===== src/rtl/io_input_ctrl.sv =====
// rtl/io_input_ctrl.sv - KEY/SW sync+debounce with W1C press events; define IO_IN_IRQ_EN for MASK register and irq
module io_input_ctrl #(
  parameter int DEBOUNCE_CYCLES = 4
) (
  input  logic        clk,
  input  logic        reset_n,
  input  logic [3:0]  key_raw,
  input  logic [9:0]  sw_raw,
  input  logic [31:0] addr,
  input  logic [31:0] writedata,
  input  logic        memwrite,
  output logic [31:0] readdata,
  output logic        irq
);

  localparam int         NUM_IN = 14;
  localparam logic [7:0] DB_LIMIT = 8'(DEBOUNCE_CYCLES);
  // Keys idle high at the pins, switches idle low.
  localparam logic [NUM_IN-1:0] SYNC_RESET = {10'b0, 4'hF};

  logic [NUM_IN-1:0] sync1;
  logic [NUM_IN-1:0] sync2;
  logic [NUM_IN-1:0] in_sync;
  logic [NUM_IN-1:0] stable;
  logic [NUM_IN-1:0] stable_next;
  logic [7:0]        cnt      [NUM_IN];
  logic [7:0]        cnt_next [NUM_IN];
  logic [3:0]        key_stable;
  logic [9:0]        sw_stable;
  logic [3:0]        key_rise;
  logic [3:0]        evt;
  logic [3:0]        mask;
  logic              is_io;
  logic              unused_bits;

  assign is_io = addr[8];

  // Debounce operates on active-high levels, so the key pins are inverted here.
  assign in_sync    = {sync2[13:4], ~sync2[3:0]};
  assign key_stable = stable[3:0];
  assign sw_stable  = stable[13:4];

  // Press event fires on the same edge the debounced key goes 0->1.
  assign key_rise = stable_next[3:0] & ~stable[3:0];

  // Two-flop synchronizer for all fourteen raw inputs.
  always_ff @(posedge clk) begin
    if (!reset_n) begin
      sync1 <= SYNC_RESET;
      sync2 <= SYNC_RESET;
    end else begin
      sync1 <= {sw_raw, key_raw};
      sync2 <= sync1;
    end
  end

  // Per-input debounce: count disagreement, flip stable when the count would hit the limit.
  always_comb begin
    for (int i = 0; i < NUM_IN; i++) begin
      stable_next[i] = stable[i];
      cnt_next[i]    = 8'd0;
      if (in_sync[i] != stable[i]) begin
        if (cnt[i] + 8'd1 == DB_LIMIT) begin
          stable_next[i] = in_sync[i];
          cnt_next[i]    = 8'd0;
        end else begin
          cnt_next[i] = cnt[i] + 8'd1;
        end
      end
    end
  end

  // Debounce state registers; reset discards any partial count.
  always_ff @(posedge clk) begin
    if (!reset_n) begin
      stable <= '0;
      for (int i = 0; i < NUM_IN; i++) cnt[i] <= 8'd0;
    end else begin
      stable <= stable_next;
      for (int i = 0; i < NUM_IN; i++) cnt[i] <= cnt_next[i];
    end
  end

  // Sticky event flags: write-1-to-clear, a same-cycle press wins over the clear.
  always_ff @(posedge clk) begin
    if (!reset_n) begin
      evt <= 4'b0;
    end else if (memwrite && is_io && addr[6]) begin
      evt <= (evt & ~writedata[3:0]) | key_rise;
    end else begin
      evt <= evt | key_rise;
    end
  end

`ifdef IO_IN_IRQ_EN
  // Interrupt mask register, plain read/write.
  always_ff @(posedge clk) begin
    if (!reset_n) begin
      mask <= 4'b0;
    end else if (memwrite && is_io && addr[7]) begin
      mask <= writedata[3:0];
    end
  end

  assign irq = |(evt & mask);
`else
  assign mask = 4'b0;
  assign irq  = 1'b0;
`endif

  // Register read mux, KEY > SW > EVT > MASK when several selects are set.
  always_comb begin
    readdata = 32'd0;
    if (is_io) begin
      if (addr[4])      readdata = {28'b0, key_stable};
      else if (addr[5]) readdata = {22'b0, sw_stable};
      else if (addr[6]) readdata = {28'b0, evt};
      else if (addr[7]) readdata = {28'b0, mask};
    end
  end

  assign unused_bits = &{1'b0, addr[31:9], addr[3:0], writedata[31:4]};

endmodule


===== config.mk =====
export PLATFORM = sky130hd
export DESIGN_NAME = io_input_ctrl
export DESIGN_NICKNAME = d
export VERILOG_FILES = /design/src/rtl/io_input_ctrl.sv
export SDC_FILE = /design/constraint.sdc
export NUM_CORES = 1
export LEC_CHECK = 0
export CAP_MARGIN = 20
export CELL_PAD_IN_SITES_DETAIL_PLACEMENT = 1
export CELL_PAD_IN_SITES_GLOBAL_PLACEMENT = 2
export CORE_AREA = 5 5 151 153
export CTS_CLUSTER_DIAMETER = 40
export CTS_CLUSTER_SIZE = 12
export DETAILED_ROUTE_END_ITERATION = 6
export DIE_AREA = 0 0 156 158
export GPL_TIMING_DRIVEN = 1
export PLACE_DENSITY_LB_ADDON = 0.1
export SYNTH_ARGS = -nofsm -noshare
export SYNTH_HDL_FRONTEND = slang
export SYNTH_SLANG_ARGS = --single-unit

===== constraint.sdc =====
create_clock -name clk -period 2.2 [get_ports clk]
set_input_delay 0.44 -clock clk [delete_from_list [all_inputs] [get_ports clk]]
set_output_delay 0.44 -clock clk [all_outputs]
set_load 0.005 [all_outputs]

==> flow_summary.json, run 1 <==
{
  "num_rows": 54,
  "grt_pass1_vias": 4965,
  "wl_per_cell_um": 12.6,
  "h-tree-depth": 4,
  "clk_latency_ps": 420,
  "path_max_fanout": 6,
  "postSynth.asyncResetShare_pct": 0,
  "netlist_top_cells_count": "dfxtp_1 (158), nor2_1 (123), xor2_1 (61), nand3_1 (57), nand2_1 (44)",
  "regArea_um2": 3160,
  "power_frac_clock_pct": 49.1,
  "critical_path_class": "primary input to output pin",
  "cap_violations": 0,
  "p_per_area_nw_per_um2": 761,
  "placed_area_um2": 7310,
  "grt_pass1_wl_um": 23100,
  "status": "finished clean",
  "die_w_um": 156,
  "tightest_slew_ps": 568,
  "vias": 4825,
  "fin_area_um2": 7920,
  "final-setup-viol-count": 0,
  "synth.avg_cell_area_um2": 9.22,
  "place_ws_ps": -302,
  "report.final.slew_viol_count": 0,
  "hold_viol_final": 0,
  "fin_total_pwr_mw": 6.03,
  "grt_max_degree": 52,
  "gp_congestion": 0.785,
  "rsz0062_at_grt": "no",
  "cts_hold_buf": 0,
  "place_hpwl_um": 9740,
  "synth.distinct_cells": 47,
  "die_h_um": 158,
  "synth_most_common_cell": "dfxtp_1",
  "slew_headroom_pct": 62.1,
  "die_area_um2": 24600,
  "power_frac_seq_pct": 48.3,
  "gr-total-overflow": 0,
  "clock_path_buffers": 2,
  "path_clk_slew_ps": 60,
  "min_path_type": "primary input to register",
  "synth_top_area_share_pct": 47.2,
  "drt_first_pass_iters": 4,
  "min_period_ps": 2150,
  "cts_tree": "built",
  "ys_top_cells_by_area": "dfxtp_1 (47%), xor2_1 (8.0%), nor2_1 (6.9%)",
  "timing.rr.end": "stable[3]",
  "ant_nets": 0,
  "end_kind": "output pin",
  "fin_tns_setup_ps": 0,
  "dpl.cell_count": 1033,
  "nets": 875,
  "numCtsBuffers": 17,
  "fin_ws_ps": 53.2,
  "regToRegSetupSlack_ps": 410,
  "gr-usage-all-layers_pct": 11.5,
  "ios": 114,
  "final_cell_count_no_fill": 1066,
  "min_delay_path_depth": 2,
  "multiInputGateArea_um2": 3330,
  "grt_antenna_before_repair": 0,
  "p_comb_share_pct": 2.6,
  "synthFlopType": "dfxtp_1",
  "critPathLaunchType": "primary input",
  "synth_cells": 727,
  "cts.sinks": 158,
  "root_buffer": "clkbuf_16",
  "power.internal_mw": 4.74,
  "hp-start": "reset_n",
  "nFillCells": 2409,
  "io_buffers": 34,
  "diodes": 0,
  "seq_area_frac_synth_pct": 47.2,
  "area_growth_pct": 18.1,
  "fin_worst_skew_ps": 8.98,
  "synth_top_cell_by_area": "dfxtp_1",
  "yosys_warnings": 0,
  "synth_area_um2": 6700,
  "fmax_ghz": 0.466,
  "p_leak_nw": 3.08,
  "crit_arrival_ps": 1710,
  "synth_seq_cells": 158,
  "wirelength_um": 13400,
  "synth-edff-count": 0,
  "crit_required_ps": 1760,
  "start_util_pct": 31.3,
  "fin_crit_sh_pct": 97.6,
  "drc_errors": 0,
  "ir_worst_vdd_v": 0.000409,
  "coreArea_um2": 21400,
  "p_sw_mw": 1.29,
  "vias_per_cell": 4.53,
  "timing.rr.start": "cnt[0][24]",
  "drt_iter0_drc": 125,
  "drive_gt1_share_pct": 7.25,
  "min_to": "sync1[1]",
  "reg2regPathDepth": 6,
  "swShare_pct": 21.4
}
## worst max-delay path by stage
stage / startpoint / end / slack, ps / depth (start not counted)
after detailed placement: addr[6] / readdata[1] / -300 / 6
after floorplan: cnt[0][24] / cnt[0][26] / 560 / 6
after CTS: addr[4] / readdata[9] / 40 / 5
after global placement: addr[6] / readdata[1] / -310 / 6
after global routing: addr[4] / readdata[6] / 20 / 5
final: addr[4] / readdata[5] / 50 / 5
## metal layers
metal | GRT usage (%) | wire length [um]
met5 | 0 | 0
met4 | 4.00 | 190
met2 | 19.7 | 6510
met1 | 13.9 | 6330
met3 | 3.14 | 397
## metrics by stage
step | utilization [%] | hold slack (ps)
2_1_floorplan | - | 386
3_3_place_gp | 34.1 | 389
3_5_place_dp | 34.1 | 394
4_1_cts | 37.0 | 295
5_1_grt | 37.0 | 303
6_report | 37.0 | 314
## kinds of logic after synthesis
logic type               after synthesis  synth area share, %
adder cells (fa/ha/maj)               21                 3.92
other                                  1               0.0559
AND/OR/NAND/NOR                      345                 25.9
XOR/XNOR                              96                 12.5
buffers and inverters                 54                 4.55
multiplexers                           8                 1.19
flip-flops                           158                 47.2
AO/OA/AOI/OAI                         44                 4.61
## cell usage in the layout, fill, tap and decap left out, types with 5 or more instances in the layout
master	Yosys	routed
inv_1	17	17
xor2_1	61	61
and4_1	5	5
nand2_1	44	44
nand2b_1	8	8
nor2b_1	7	6
dfxtp_1	158	158
dlygate4sd2_1	0	11
nand4_1	10	10
and2_1	40	39
clkdlybuf4s50_1	0	21
a22oi_1	7	6
ha_1	21	21
nor2_1	123	123
and3_1	23	23
o21ai_0	10	6
xnor2_1	35	35
a21oi_1	6	6
mux2i_1	8	8
buf_4	24	6
conb_1	1	23
clkbuf_16	0	17
nand3_1	57	57
## what timing repair did
item / in CTS / in global routing
endpoints found under the setup margin: 10 / 1
setup buffers: 1 / 0
resized for setup: 21 / 1
## critical path, stage by stage
cell	delay (ps)
clkdlybuf4s50_1	480
and3b_2	230
buf_12	140
and2_1	150
dlygate4sd2_1	260
## flip-flops by register name, indices dropped and copies added (netlist names)
register / flops
cnt: 112
evt: 4
stable: 14
sync1: 14
sync2: 14
## area by class of cell
type | instances | area share (%)
clock buffer | 20 | 5.89
clock inverter | 12 | 1.69
inverter | 17 | 0.806
multi-input combinational | 537 | 42.1
sequential | 158 | 39.9
tap | 280 | 4.42
timing repair buffer | 42 | 5.14
## power by group through the flow
stage          combinational (mW)  sequential [mW]  clock (mW)
5_1_grt                     0.177             2.91        3.21
2_1_floorplan               0.107             2.97           0
4_1_cts                     0.160             2.91        3.08
3_3_place_gp                0.153             2.97           0
3_5_place_dp                0.157             2.98           0
6_report                    0.156             2.91        2.96
Note: power is estimated with default switching activity, not from simulation.
==> run 2, diff against run 1 <==
Settings changed: HOLD_SLACK_MARGIN set to 0.15, PLACE_DENSITY set to 0.78, PLACE_DENSITY_LB_ADDON 0.1 to not set.
==> run 2 against run 1 <==
- clock skew is 2.9 ps lower
- count of clock-buffer cells in the layout is the same
- worst setup slack gained 46 ps
- core utilization hardly changed
- critical path depth is the same
- flip-flop and latch count is the same
- global-route usage is 0.48 points lower
- total power down 0.57%
- register-to-register slack got worse by 60 ps
- fmax rose by 2.2%
==> flow_summary.json, run 2 (synthesis gave the netlist of run 1 again) <==
{
  "fin_total_pwr_mw": 5.99,
  "place_hpwl_um": 9200,
  "cts_tree": "built",
  "hold_slack_ps": 369,
  "largest_register_ffs": 112,
  "area_growth_pct": 18.1,
  "timing.rr.start": "cnt[0][24]",
  "start_util_pct": 31.3,
  "die_area_um2": 24600,
  "nets": 876,
  "drt_iter0_drc": 101,
  "cts.sinks": 158,
  "p_leak_nw": 3.09,
  "ios": 114,
  "hold_viol_final": 0,
  "coreArea_um2": 21400,
  "ant_nets": 0,
  "p_per_area_nw_per_um2": 757,
  "grt_antenna_before_repair": 0,
  "fmax_ghz": 0.476,
  "wirelength_um": 13000,
  "placed_area_um2": 7300,
  "grt_pass1_wl_um": 22200,
  "rsz0062_at_grt": "no",
  "top_register": "cnt",
  "final_common_cell": "dfxtp_1",
  "place_ws_ps": -335,
  "tightest_slew_ps": 529,
  "grt_max_degree": 48,
  "die_h_um": 158,
  "regToRegSetupSlack_ps": 350,
  "layout_common_cells": "dfxtp_1 (157), nor2_1 (123), xor2_1 (61)",
  "die_w_um": 156,
  "num_rows": 54,
  "grt_pass1_vias": 4810,
  "numCtsBuffers": 17,
  "path_clk_slew_ps": 60,
  "end_kind": "output pin",
  "min_delay_path_depth": 2,
  "root_buffer": "clkbuf_16",
  "fin_worst_skew_ps": 6.10,
  "fin_tns_setup_ps": 0,
  "drive_gt1_share_pct": 7.24,
  "fin_crit_sh_pct": 95.5,
  "critical_path_class": "primary input to output pin",
  "clock_path_buffers": 2,
  "reg2regPathDepth": 5,
  "final-setup-viol-count": 0,
  "gp_congestion": 0.762,
  "clk_latency_ps": 420,
  "drc_errors": 0,
  "gr-total-overflow": 0,
  "min_period_ps": 2100,
  "wl_per_cell_um": 12.1,
  "timing.rr.end": "cnt[0][29]",
  "ir_worst_vdd_v": 0.000425,
  "vias": 4823,
  "crit_arrival_ps": 1660,
  "fin_area_um2": 7920,
  "h-tree-depth": 4,
  "io_buffers": 34,
  "vias_per_cell": 4.52,
  "status": "finished clean",
  "cp-endpoint": "readdata[5]",
  "slew_headroom_pct": 64.7,
  "diodes": 0,
  "path_max_fanout": 6,
  "startpoint": "addr[8]",
  "fin_ws_ps": 98.9,
  "crit_required_ps": 1760,
  "min_path_type": "primary input to register",
  "drt_first_pass_iters": 4,
  "report.final.slew_viol_count": 0,
  "gr-usage-all-layers_pct": 11.0,
  "cap_violations": 0,
  "critPathLaunchType": "primary input"
}
run 2: routing by layer:
layer / vias up / GRT usage, % / wire (um)
li1: 2471 / - / -
met3: 16 / 2.76 / 345
met4: 0 / 4.75 / 236
met2: 53 / 18.3 / 6270
met5: - / 0 / 0
met1: 2283 / 13.6 / 6100
run 2: worst min-delay path by stage:
stage / slack, ps / endpoint / start
2_1_floorplan: 390 / sync2[0] / sync1[0]
3_5_place_dp: 400 / sync2[0] / sync1[0]
3_3_place_gp: 390 / sync2[0] / sync1[0]
6_report: 370 / sync1[1] / reset_n
4_1_cts: 360 / sync2[1] / reset_n
5_1_grt: 380 / sync2[1] / reset_n
run 2: worst max-delay path: stages:
cell and delay [ps]:
clkdlybuf4s50_1 420, and3b_2 230, buf_12 140, and2_1 170, dlygate4sd2_1 270
run 2: final cells by class:
class                   count  area (um^2)
flip-flops and latches    158         3170
repair buffers             43          419
fillers                  2441        13500
well taps                 280          350
clock inverters            12          136
multi-input cells         537         3330
clock buffers              20          457
inverters                  17         63.8
run 2: where the power goes:
part	switching, mW	internal (mW)
Combinational	0.0794	0.0775
Clock	1.19	1.74
Sequential	0.0184	2.89
Total	1.29	4.70
run 2: repair_timing:
action / CTS / global route
pin swaps: 1 / 1
resized for setup: 18 / 7
hold buffers: 0 / 0
setup buffers: 1 / 2
gates cloned: 0 / 0
endpoints found under the setup margin: 10 / 4
run 2: stage by stage:
stage                     cells  util [%]
final                      1067      37.0
after global routing       1067      37.0
after CTS                  1065      36.9
after detailed placement   1032      34.1
after global placement     1032      34.1
after floorplan             749         -
==> run 3, diff against run 2 <==
Settings changed: CORE_AREA 5 5 151 153 to 5 5 159 146, DIE_AREA 0 0 156 158 to 0 0 164 151.
==> run 3 against run 2 <==
- worst setup slack worse by 52 ps
- via count fell by 0.91%
- first-iteration DRC count is 69% higher
- total power decreased by 1.3%
- critical path type unchanged
- highest routed layer unchanged
==> flow_summary.json, run 3 (synthesis gave the netlist of run 1 again) <==
{
  "fmax_ghz": 0.465,
  "cap_violations": 0,
  "ant_nets": 0,
  "nets": 878,
  "drive_gt1_share_pct": 7.48,
  "largest_register_ffs": 112,
  "status": "finished clean",
  "drt_iter0_drc": 171,
  "path_max_fanout": 5,
  "nFillCells": 2525,
  "slew_headroom_pct": 60.3,
  "area_growth_pct": 18.1,
  "vias": 4779,
  "clock_path_buffers": 2,
  "min_period_ps": 2150,
  "diodes": 0,
  "reg2regPathDepth": 6,
  "grt_antenna_before_repair": 0,
  "drt_first_pass_iters": 4,
  "placed_area_um2": 7340,
  "crit_arrival_ps": 1710,
  "hold_slack_ps": 331,
  "crit_required_ps": 1760,
  "die_h_um": 151,
  "grt_pass1_wl_um": 22200,
  "end_kind": "output pin",
  "clk_latency_ps": 420,
  "die_area_um2": 24800,
  "timing.rr.end": "cnt[0][4]",
  "fin_total_pwr_mw": 5.92,
  "tightest_slew_ps": 595,
  "min_path_type": "primary input to register",
  "start_util_pct": 31.4,
  "rsz0062_at_grt": "no",
  "fin_area_um2": 7910,
  "startpoint": "addr[4]",
  "path_clk_slew_ps": 60,
  "cts.sinks": 158,
  "layout_common_cells": "dfxtp_1 (158), nor2_1 (123), xor2_1 (61)",
  "hp-start": "reset_n",
  "final_common_cell": "dfxtp_1",
  "coreArea_um2": 21300,
  "wirelength_um": 12800,
  "drc_errors": 0,
  "die_w_um": 164,
  "gr-usage-all-layers_pct": 10.9,
  "grt_pass1_vias": 4872,
  "top_register": "cnt",
  "wl_met1_um": 6320,
  "p_leak_nw": 3.06,
  "wl_met3_um": 341,
  "fin_crit_sh_pct": 97.9,
  "vias_per_cell": 4.43,
  "place_hpwl_um": 9240,
  "h-tree-depth": 4,
  "fin_worst_skew_ps": 8.56,
  "ios": 114,
  "wl_per_cell_um": 11.9,
  "multiInputGateArea_um2": 3330,
  "p_per_area_nw_per_um2": 748,
  "grt_max_degree": 30,
  "dr.max_layer_used": "met4",
  "critical_path_class": "primary input to output pin",
  "hold_viol_final": 0,
  "cts_tree": "built",
  "regToRegSetupSlack_ps": 430,
  "regArea_um2": 3160,
  "gr-total-overflow": 0,
  "timing.rr.start": "cnt[0][0]",
  "cp-endpoint": "readdata[5]",
  "root_buffer": "clkbuf_16",
  "numCtsBuffers": 17,
  "num_rows": 51,
  "io_buffers": 34,
  "wl_met2_um": 6020,
  "report.final.slew_viol_count": 0,
  "fin_ws_ps": 47.2,
  "place_ws_ps": -291,
  "gp_congestion": 0.741,
  "final-setup-viol-count": 0,
  "critPathLaunchType": "primary input",
  "ir_worst_vdd_v": 0.000384
}
==> run 3: cell count changes in the layout (fill, tap and decap cells not counted), moves of 2 or more <==
cell / before / now
dlymetal6s2s_1: 2 / 0
buf_4: 6 / 8
clkbuf_8: 2 / 0
clkdlybuf4s50_1: 20 / 22
dlygate4sd2_1: 10 / 7
==> run 3: through the flow <==
step	util, %	cells	TNS, ps
4_1_cts	37.2	1080	-17.8
6_report	37.1	1080	0
3_3_place_gp	34.5	1047	-2250
5_1_grt	37.1	1080	0
2_1_floorplan	-	749	0
3_5_place_dp	34.5	1047	-2380
==> run 3: layout make-up <==
type | instances | share of cell area, %
multi-input combinational | 537 | 42.0
timing repair buffer | 45 | 5.34
tap | 291 | 4.60
clock inverter | 13 | 1.79
clock buffer | 19 | 5.47
sequential | 158 | 40.0
inverter | 17 | 0.806
==> run 3: layer usage <==
layer	GRT usage, %	vias up
met5	0	-
met2	17.9	47
met1	13.8	2249
met4	3.65	0
met3	3.02	11
li1	-	2472
==> run 3: how the worst min path moves through the flow <==
stage          endpoint  slack [ps]  depth (start not counted)
6_report       sync2[1]         330                          2
5_1_grt        sync2[1]         330                          2
4_1_cts        sync2[1]         320                          2
3_5_place_dp   sync2[1]         400                          1
3_3_place_gp   sync2[0]         400                          1
2_1_floorplan  sync2[0]         390                          1
==> run 3: worst max-delay path: stages <==
cell and delay (ps):
clkdlybuf4s50_1 490, and3b_2 230, buf_12 130, and2_1 160
dlygate4sd2_1 260
==> run 3: report_power, final <==
group	leakage [nW]	total [mW]	switching, mW	internal (mW)
Clock	0.262	2.85	1.18	1.67
Combinational	1.52	0.160	0.0803	0.0798
Sequential	1.28	2.91	0.0184	2.89
Total	3.06	5.92	1.27	4.64
==> run 3: timing repair <==
| action | CTS | global route |
|---|---|---|
| gates resized for setup | 22 | 5 |
| setup buffers | 1 | 0 |
| hold buffers | 0 | 0 |
| endpoints found under the setup margin | 10 | 3 |
| pin swaps | 2 | 2 |
